File: config.mk
export PLATFORM = sky130hd
export DESIGN_NAME = cgra_config_loader_flat
export DESIGN_NICKNAME = d
export VERILOG_FILES = /design/src/rtl/cgra_cfg_pkg.sv /design/src/rtl/cgra_config_loader_if.sv /design/src/rtl/cfg_crc16_serial.sv /design/src/rtl/cgra_config_loader.sv /design/src/flat_wrapper.sv
export SDC_FILE = /design/constraint.sdc
export NUM_CORES = 1
export LEC_CHECK = 0
export CAP_MARGIN = 10
export CORE_ASPECT_RATIO = 0.8
export CORE_MARGIN = 4
export CORE_UTILIZATION = 52
export CTS_CLUSTER_SIZE = 14
export DETAILED_ROUTE_END_ITERATION = 6
export PLACE_DENSITY = 0.77
export SYNTH_ARGS = -nofsm -noshare
export SYNTH_HDL_FRONTEND = slang
export SYNTH_SLANG_ARGS = --single-unit
File: constraint.sdc
create_clock -name Config_Clock -period 2.4 [get_ports Config_Clock]
set_clock_uncertainty 0.2 [all_clocks]
set_input_delay 0.24 -clock Config_Clock [delete_from_list [all_inputs] [get_ports Config_Clock]]
set_output_delay 0.24 -clock Config_Clock [all_outputs]
set_load 0.05 [all_outputs]
File: src/rtl/cgra_cfg_pkg.sv
// Shared types and constants for the CGRA configuration loader.
// Holds the loader state encoding, the tile chain geometry and the serial CRC-16 step.
package cgra_cfg_pkg;

    typedef enum logic [1:0] {
        IDLE   = 2'd0,
        LOAD   = 2'd1,
        VERIFY = 2'd2,
        DONE   = 2'd3
    } cfg_state_e;

    localparam int          TILE_CFG_BITS = 46;
    localparam logic [15:0] CRC_INIT      = 16'hFFFF;

    // MSB-first CRC-16 update absorbing one serial bit; no reflection, no final XOR.
    function automatic logic [15:0] crc16_step(input logic [15:0] crc,
                                               input logic        data_bit,
                                               input logic [15:0] poly);
        return {crc[14:0], 1'b0} ^ (((crc[15] ^ data_bit) == 1'b1) ? poly : 16'h0000);
    endfunction

endpackage

File: src/rtl/cgra_config_loader_if.sv
// Valid/ready word stream feeding configuration words into the loader.
interface cgra_config_loader_if #(
    parameter int WORD_W = 32
);
    logic [WORD_W-1:0] word_data;
    logic              word_valid;
    logic              word_ready;

    modport master (output word_data, output word_valid, input  word_ready);
    modport slave  (input  word_data, input  word_valid, output word_ready);
endinterface

File: src/rtl/cfg_crc16_serial.sv
// One-bit-per-cycle CRC-16 accumulator; clr has priority over en.
module cfg_crc16_serial
    import cgra_cfg_pkg::*;
#(
    parameter logic [15:0] POLY = 16'h1021
) (
    input  logic        clk,
    input  logic        rst_n,
    input  logic        en,
    input  logic        clr,
    input  logic        data_bit,
    output logic [15:0] crc
);

    logic [15:0] crc_q;
    logic [15:0] crc_d;

    always_comb begin
        crc_d = crc_q;
        if (clr) begin
            crc_d = CRC_INIT;
        end else if (en) begin
            crc_d = crc16_step(crc_q, data_bit, POLY);
        end
    end

    always_ff @(posedge clk or negedge rst_n) begin
        if (!rst_n) begin
            crc_q <= CRC_INIT;
        end else begin
            crc_q <= crc_d;
        end
    end

    assign crc = crc_q;

endmodule

File: src/rtl/cgra_config_loader.sv
// Serialises configuration words LSB-first into the CGRA config chain and
// optionally re-reads the chain by rotation, comparing CRC-16 signatures.
module cgra_config_loader
    import cgra_cfg_pkg::*;
#(
    parameter int          CHAIN_LEN = 16 * TILE_CFG_BITS,
    parameter int          WORD_W    = 32,
    parameter logic [15:0] CRC_POLY  = 16'h1021
) (
    input  logic                 Config_Clock,
    input  logic                 Config_Reset,
    input  logic                 start,
    input  logic                 verify_en,
    input  logic                 abort,
    cgra_config_loader_if.slave  words,
    output logic                 cfg_bit_out,
    input  logic                 cfg_bit_in,
    output logic                 cfg_shift_en,
    output logic                 busy,
    output logic                 done,
    output logic                 verify_ok
);

    localparam int CNT_W     = $clog2(CHAIN_LEN + 1);
    localparam int BUF_CNT_W = $clog2(WORD_W + 1);
    localparam logic [CNT_W-1:0]     LAST_BIT = CNT_W'(CHAIN_LEN - 1);
    localparam logic [BUF_CNT_W-1:0] BUF_FULL = BUF_CNT_W'(WORD_W);
    localparam logic [BUF_CNT_W-1:0] BUF_ONE  = BUF_CNT_W'(1);

    cfg_state_e            state_q, state_d;
    logic                  verify_req_q, verify_req_d;
    logic [WORD_W-1:0]     buf_q, buf_d;
    logic [BUF_CNT_W-1:0]  buf_cnt_q, buf_cnt_d;
    logic [CNT_W-1:0]      bit_cnt_q, bit_cnt_d;
    logic                  verify_ok_q, verify_ok_d;

    logic        shift_load;
    logic        last_load_bit;
    logic        last_verify_bit;
    logic        word_ready_c;
    logic        accept;
    logic [15:0] crc_in;
    logic [15:0] crc_out;

    assign shift_load      = (state_q == LOAD) && (buf_cnt_q != '0);
    assign last_load_bit   = shift_load && (bit_cnt_q == LAST_BIT);
    assign last_verify_bit = (state_q == VERIFY) && (bit_cnt_q == LAST_BIT);

    // No word is taken once the final chain bit is leaving the buffer.
    assign word_ready_c = (state_q == LOAD) && !abort && !last_load_bit &&
                          ((buf_cnt_q == '0) || ((buf_cnt_q == BUF_ONE) && shift_load));
    assign accept       = word_ready_c && words.word_valid;

    assign words.word_ready = word_ready_c;
    assign cfg_shift_en     = shift_load || (state_q == VERIFY);
    assign cfg_bit_out      = (state_q == LOAD)   ? buf_q[0]   :
                              (state_q == VERIFY) ? cfg_bit_in : 1'b0;
    assign busy             = (state_q == LOAD) || (state_q == VERIFY);
    assign done             = (state_q == DONE);
    assign verify_ok        = verify_ok_q;

    always_comb begin
        state_d      = state_q;
        verify_req_d = verify_req_q;
        buf_d        = buf_q;
        buf_cnt_d    = buf_cnt_q;
        bit_cnt_d    = bit_cnt_q;
        verify_ok_d  = verify_ok_q;

        unique case (state_q)
            IDLE: begin
                bit_cnt_d = '0;
                buf_cnt_d = '0;
                if (start) begin
                    verify_req_d = verify_en;
                    state_d      = LOAD;
                end
            end
            LOAD: begin
                if (shift_load) begin
                    buf_d     = buf_q >> 1;
                    buf_cnt_d = buf_cnt_q - BUF_ONE;
                    bit_cnt_d = bit_cnt_q + CNT_W'(1);
                end
                if (accept) begin
                    buf_d     = words.word_data;
                    buf_cnt_d = BUF_FULL;
                end
                // Tail bits of a partial last word are dropped here.
                if (last_load_bit) begin
                    buf_cnt_d = '0;
                    bit_cnt_d = '0;
                    state_d   = verify_req_q ? VERIFY : DONE;
                end
            end
            VERIFY: begin
                bit_cnt_d = bit_cnt_q + CNT_W'(1);
                if (last_verify_bit) begin
                    bit_cnt_d   = '0;
                    verify_ok_d = (crc16_step(crc_out, cfg_bit_in, CRC_POLY) == crc_in);
                    state_d     = DONE;
                end
            end
            DONE: begin
                state_d = IDLE;
            end
            default: begin
                state_d = IDLE;
            end
        endcase

        if (abort) begin
            state_d      = IDLE;
            verify_req_d = 1'b0;
            buf_d        = '0;
            buf_cnt_d    = '0;
            bit_cnt_d    = '0;
            verify_ok_d  = 1'b0;
        end
    end

    always_ff @(posedge Config_Clock or negedge Config_Reset) begin
        if (!Config_Reset) begin
            state_q      <= IDLE;
            verify_req_q <= 1'b0;
            buf_q        <= '0;
            buf_cnt_q    <= '0;
            bit_cnt_q    <= '0;
            verify_ok_q  <= 1'b0;
        end else begin
            state_q      <= state_d;
            verify_req_q <= verify_req_d;
            buf_q        <= buf_d;
            buf_cnt_q    <= buf_cnt_d;
            bit_cnt_q    <= bit_cnt_d;
            verify_ok_q  <= verify_ok_d;
        end
    end

    cfg_crc16_serial #(.POLY(CRC_POLY)) u_crc_in (
        .clk      (Config_Clock),
        .rst_n    (Config_Reset),
        .en       (shift_load),
        .clr      (state_q == IDLE),
        .data_bit (buf_q[0]),
        .crc      (crc_in)
    );

    cfg_crc16_serial #(.POLY(CRC_POLY)) u_crc_out (
        .clk      (Config_Clock),
        .rst_n    (Config_Reset),
        .en       (state_q == VERIFY),
        .clr      (state_q == IDLE),
        .data_bit (cfg_bit_in),
        .crc      (crc_out)
    );

endmodule

File: src/flat_wrapper.sv
// flat-port wrapper written by rule: the top's interface ports become plain ports
module cgra_config_loader_flat import cgra_cfg_pkg::*;
#(
    parameter int          CHAIN_LEN = 16 * TILE_CFG_BITS,
    parameter int          WORD_W    = 32,
    parameter logic [15:0] CRC_POLY  = 16'h1021
)
  (Config_Clock, Config_Reset, start, verify_en, abort, cfg_bit_out, cfg_bit_in, cfg_shift_en, busy, done, verify_ok, words_word_data, words_word_valid, words_word_ready);
  cgra_config_loader_if #(.WORD_W(WORD_W)) words_i ();
  input  logic Config_Clock;
  input  logic Config_Reset;
  input  logic start;
  input  logic verify_en;
  input  logic abort;
  output logic cfg_bit_out;
  input  logic cfg_bit_in;
  output logic cfg_shift_en;
  output logic busy;
  output logic done;
  output logic verify_ok;
  input wire logic [$bits(words_i.word_data)-1:0] words_word_data;
  input wire logic [$bits(words_i.word_valid)-1:0] words_word_valid;
  output wire logic [$bits(words_i.word_ready)-1:0] words_word_ready;
  assign words_i.word_data = words_word_data;
  assign words_i.word_valid = words_word_valid;
  assign words_word_ready = words_i.word_ready;
  cgra_config_loader #(.CHAIN_LEN(CHAIN_LEN), .WORD_W(WORD_W), .CRC_POLY(CRC_POLY)) u_core (.Config_Clock(Config_Clock), .Config_Reset(Config_Reset), .start(start), .verify_en(verify_en), .abort(abort), .words(words_i), .cfg_bit_out(cfg_bit_out), .cfg_bit_in(cfg_bit_in), .cfg_shift_en(cfg_shift_en), .busy(busy), .done(done), .verify_ok(verify_ok));
endmodule
# Yosys cells after proc, flatten, opt, wreduce, memory -nomap -nowiden
# Cells that the tools add are included.
[totals]
register_bits = 84
output_inout_bits = 6
elab_cells = 91
[classes]
add_sub_neg = 2
eq_ne = 11
muxes = 34
bitwise = 4
n_reduce_logical = 32
[op_table]
columns = ["operator", "count"]
rows = [
  ["$mux W32", 4],
  ["$mux W16", 4],
  ["$mux W10", 4],
  ["$pmux W10 S3", 1],
  ["$mux W13", 2],
  ["$mux W6", 4],
  ["$eq A16 B16 Y1", 1],
  ["$xor A16 B13 Y16", 1],
  ["$xor A16 B16 Y16", 1],
  ["$reduce_bool A2 Y1", 7],
  ["$pmux W6 S2", 1],
  ["$add A10 B1 Y10 const B", 1],
  ["$eq A10 B10 Y1 const B", 1],
  ["$reduce_and A2 Y1", 5],
  ["$mux W1", 9],
  ["$logic_and A1 B1 Y1", 8],
  ["$mux W2", 4],
  ["$pmux W2 S4", 1],
  ["$eq A6 B1 Y1 const B", 1],
  ["$logic_not A6 Y1", 1],
  ["$ne A3 B2 Y1 const B", 2],
  ["$reduce_bool A3 Y1", 2],
  ["$reduce_bool A6 Y1", 1],
  ["$sub A6 B1 Y6 const B", 1],
  ["other kinds (11)", 16],
]

# Logic depth before layout (Yosys ltp)
# Gate-level depths: netlist of the first run.
[logic_depth]
ltp_word = 11
depth_mapped = 9
ltp_nobuf = 7

# By module
# From an unflattened synthesis of the first run, not the netlist that was laid out.
[hier_totals]
cells_unflattened = 398
hier_area_um2 = 4483.0
[modules_own_cells]
columns = ["mod", "instances", "cells_per_inst", "area_per_inst_um2", "seq_area_each_um2"]
rows = [
  ["cgra_config_loader", 1, 286, 3001.6, 1301.2],
  ["cfg_crc16_serial", 2, 56, 740.7, 420.4],
]

# Worst setup path before layout of the first run
# OpenSTA, ideal clock, no wires.
[synth_timing]
path_type = "register to output"
start = "register u_core.buf_cnt_q[2]"
end = "output words_word_ready"
arrival_time_ps = 2732
t_required_ps = 1960
slack_ps = -772
path_stages_with_launch = 5
path_cell_list = "dfrtp_1 > or4_4 > o2111ai_2 > nand2_1 > nor4_1"
[synth_via]
elab_chain_cells = 6
word_cells_on_any_way = 10
classes_between = "1 x eq/ne; 9 x reduce/logical"
[synth_lines]
columns = ["element", "line", "rtl"]
rows = [
  ["from (decl)", "cgra_config_loader.sv:33", "logic [BUF_CNT_W-1:0] buf_cnt_q, buf_cnt_d;"],
  ["from (signal assigned)", "cgra_config_loader.sv:134", "buf_cnt_q <= buf_cnt_d;"],
  ["$reduce_bool A6 Y1", "cgra_config_loader.sv:45", "assign shift_load = (state_q == LOAD) && (buf_cnt_q != '0);"],
  ["$logic_and A1 B1 Y1", "cgra_config_loader.sv:45", ""],
  ["$logic_and A1 B1 Y1", "cgra_config_loader.sv:46", "assign last_load_bit = shift_load && (bit_cnt_q == LAST_BIT);"],
  ["$logic_not A1 Y1", "cgra_config_loader.sv:50", "assign word_ready_c = (state_q == LOAD) && !abort && !last_load_bit &&"],
  ["$logic_and A1 B1 Y1", "cgra_config_loader.sv:50", ""],
  ["$logic_and A1 B1 Y1 (*)", "cgra_config_loader.sv:50", ""],
  ["to (decl)", "flat_wrapper.sv:23", "output wire logic [$bits(words_i.word_ready)-1:0] words_word_ready;"],
]
# Mark *: on every way between the ends. The rest lies on a longest branch, timed or not.

# Final worst setup path of the first run
[layout_timing]
start = "register u_core.buf_cnt_q[2]"
end = "register u_core.buf_q[5]"
[layout_via]
elab_chain_cells = 10
word_cells_on_any_way = 16
classes_between = "1 x eq/ne; 3 x mux; 12 x reduce/logical"
[layout_lines]
columns = ["element", "line", "rtl"]
rows = [
  ["$reduce_bool A6 Y1", "cgra_config_loader.sv:45", ""],
  ["$logic_and A1 B1 Y1", "cgra_config_loader.sv:45", ""],
  ["$logic_and A1 B1 Y1", "cgra_config_loader.sv:46", ""],
  ["$logic_not A1 Y1", "cgra_config_loader.sv:50", ""],
  ["$logic_and A1 B1 Y1 (2 in a row)", "cgra_config_loader.sv:50", ""],
  ["$logic_and A1 B1 Y1", "cgra_config_loader.sv:52", "assign accept = word_ready_c && words.word_valid;"],
  ["$mux W32", "cgra_config_loader.sv:85", "if (accept) begin"],
  ["$mux W32", "cgra_config_loader.sv:70", "unique case (state_q)"],
  ["$mux W32", "cgra_config_loader.sv:112", "if (abort) begin"],
  ["to (signal assigned)", "cgra_config_loader.sv:133", "buf_q <= buf_d;"],
  ["to (decl)", "cgra_config_loader.sv:32", "logic [WORD_W-1:0] buf_q, buf_d;"],
]
# Parallel ways exist; a longest one is shown, timed or not. The select of a mux whose other input is x is not followed.
# A chain may end at the register's enable or synchronous reset.

==> metrics, run 1 <==
Final setup viols=37; RSZ-0062 raised after global routing=yes; Pleak=2.50 nW; Crit Path Class=flop to flop; Total Wirelength=13800 µm; top cell type's share of synthesized area=28.3%; Initial Util=53.8%; Final GP Congestion=0.871; WP depth=8; post-synth cell types=48; net count after synthesis=523; Final Critical Period=2.69 ns; Critical R2R Capture=u_core.buf_q[5]; worst path required time=2.42 ns; Critical Path End=u_core.buf_q[5]; largest cells by area after synthesis=dfrtp_1 (28%), dfstp_2 (18%), a311oi_2 (10%); Diodes inserted=0; antenna-violating nets left=0; IO buf count=44; DRT iter0 DRCs=464; largest net degree at the start of global routing=46; synth-to-layout area growth=36.3%; # DRC=0; dpl ws=-0.306 ns; peak supply drop=0.000802 V; fraction of layout cells with a size suffix above 1=36.6%; Total Die Area=10400 µm²; Final Hold Vio Count=0; Post-synth top cells=nand2_1 (108), dfrtp_1 (52), nor2_1 (45); Slew HR=60.4%; vias in the first global route=4244; antenna violations before repair=0; power per cell area=1100 nW/µm²; count leader, synth=nand2_1; sequential area share after synthesis=46.6%; Worst Path Buf+Inv=3; violated checks=setup timing; FF-to-FF setup slack=-0.29 ns; Syn Std Cell Area=4600 µm²; CTS tree=built; Hold Crit Class=input port to async pin; cell family with most CP delay=simple AND/OR/NAND/NOR gates; Top FF cell, synth=dfrtp_1; GRT Total Usage=25.5%; Clk Latency, worst-skew pair=0.37 ns; Yosys warnings=0; worst slew pin tran=0.594 ns; area leader, netlist=dfrtp_1; maxcap violations=0; crit path max-delay cell type=or4b_4; setup ws final=-0.289 ns; Critical R2R Launch=u_core.buf_cnt_q[2]; Die Y=92.1 µm; Syn Area/Cell=9.67 µm²; CP arrival=2.71 ns; Chip Width=113 µm; Via density=6.21; Nets=611; Async SR Flop Fraction=100%; startpoint types=flop; core footprint=8560 µm²; CTS sink cnt=84; CTS root buf=clkbuf_8; Post-synth EDFFs=0; cell breakdown of the critical path=buf_4 -> nor4_2 -> nand3b_1 -> or4b_4 -> buf_12 -> buf_16 -> nor2_1 -> a311oi_2; max frequency=372 MHz; Worst-path clk slew=0.09 ns; remaining global-route overflow=0; critical path fanouts, max=8; average wire per standard cell=20.3 µm; total power=6.87 mW; total CTS buffers=9; crit share post-route=112%; I/O pins=45; drt pass-1 iters=6; depth of the most critical reg-to-reg path=8; CTS H-Tree Depth=3; std cell rows=30; crit path from=u_core.buf_cnt_q[2]; global-route wire length before repair=21400 µm; status=finished with violations; Largest stage delay, worst path=0.61 ns; Synth Register Bits=84; post-DP HPWL=7420 µm; max-slew violation count=0; worst-case clock buffer depth=2; Synth Instances=476; endpoint class of the critical path=flop; via count=4229
## registers in the layout, indices dropped and copies added, names as in the netlist
signal	count
u_core.bit_cnt_q	10
u_core.buf_cnt_q	6
u_core.buf_q	32
u_core.state_q	2
u_core.u_crc_in.crc	16
u_core.u_crc_out.crc	16
u_core.verify_ok	1
u_core.verify_req_q	1
## area by class of cell
class / count / area [µm²]
repair buffers: 109 / 1140
clock inverters: 6 / 87.6
inverters: 11 / 45.0
well taps: 112 / 140
flip-flops and latches: 84 / 2140
clock buffers: 10 / 138
multi-input cells: 349 / 2580
fillers: 560 / 2290
## worst min-delay path by stage
stage | start | to | slack [ns] | depth (start not counted)
after global placement | Config_Reset | u_core.bit_cnt_q[9] | -0.14 | 1
after floorplan | Config_Reset | u_core.bit_cnt_q[0] | -0.26 | 0
final | Config_Reset | u_core.bit_cnt_q[3] | 0.02 | 2
after detailed placement | Config_Reset | u_core.bit_cnt_q[9] | -0.14 | 1
after global routing | Config_Reset | u_core.bit_cnt_q[3] | 0.03 | 2
after CTS | Config_Reset | u_core.bit_cnt_q[3] | 0.01 | 2
## what timing repair did
item	4_1_cts	5_1_grt
pin swaps	8	12
endpoints found under the hold margin	52	0
gates cloned	5	0
hold buffers	1	0
gates resized for setup	59	34
setup buffers	9	9
endpoints found under the setup margin	38	48
## per-layer routing
metal	vias to the layer above	global-route usage, %	share of wire, %
met5	-	0	0
met2	199	42.8	51
met3	40	5.34	6.3
met4	0	6.71	3.1
li1	1852	-	-
met1	2138	33.6	40
## metrics by stage
stage	area (µm²)	hold WS (ns)	cells	TNS [ns]	utilization, %
after global placement	5480	-0.136	643	-5.28	64.0
after detailed placement	5480	-0.136	643	-6.64	64.0
after global routing	6270	0.0251	681	-10.68	73.2
after CTS	6120	0.0145	674	-4.81	71.5
after floorplan	4640	-0.256	476	-1.54	-
final	6270	0.0192	681	-7.67	73.2
## worst register-to-register path, cell delays in order, from the launching register on
cell      delay [ns]
dfrtp_1         0.44
buf_4           0.16
nor4_2          0.39
nand3b_1        0.23
or4b_4          0.61
buf_12          0.18
buf_16          0.15
nor2_1          0.12
a311oi_2        0.06
## cells in the final DEF (no fill, tap or decap), types with 7 or more instances in the layout
cell type / count
inv_1: 10
o21ai_0: 7
buf_6: 7
nor2_1: 15
nor2_4: 18
buf_4: 48
nor2b_1: 15
a211o_1: 18
dfrtp_1: 52
nand3b_1: 15
clkdlybuf4s50_1: 38
xnor2_1: 8
xor2_1: 13
nand3_1: 11
clkbuf_8: 10
buf_12: 11
a311oi_2: 31
nand2_1: 106
dfstp_2: 32
nor2_2: 12
## where the power goes
part,internal [mW],total (mW),leakage [nW],switching [mW]
Sequential,1.82,2.09,1.06,0.264
Clock,0.614,1.14,0.116,0.528
Combinational,1.57,3.64,1.33,2.06
Total,4.01,6.87,2.50,2.85
## kinds of logic after synthesis
logic type / count (synthesis) / synth area share [%]
simple gates: 225 / 22.6
xor+xnor: 21 / 4.00
compound gates: 94 / 20.2
mux: 1 / 0.218
flops: 84 / 46.6
buf+inv: 43 / 4.24
fa+ha+maj: 8 / 2.18
(Power assumes the default switching activity.)
==> run 2, diff against run 1 <==
- CAP_MARGIN: 10 -> 0
- CTS_CLUSTER_DIAMETER: default -> 40
==> results of run 2 <==
The final DEF is identical to that of run 1; final timing and power are the same.
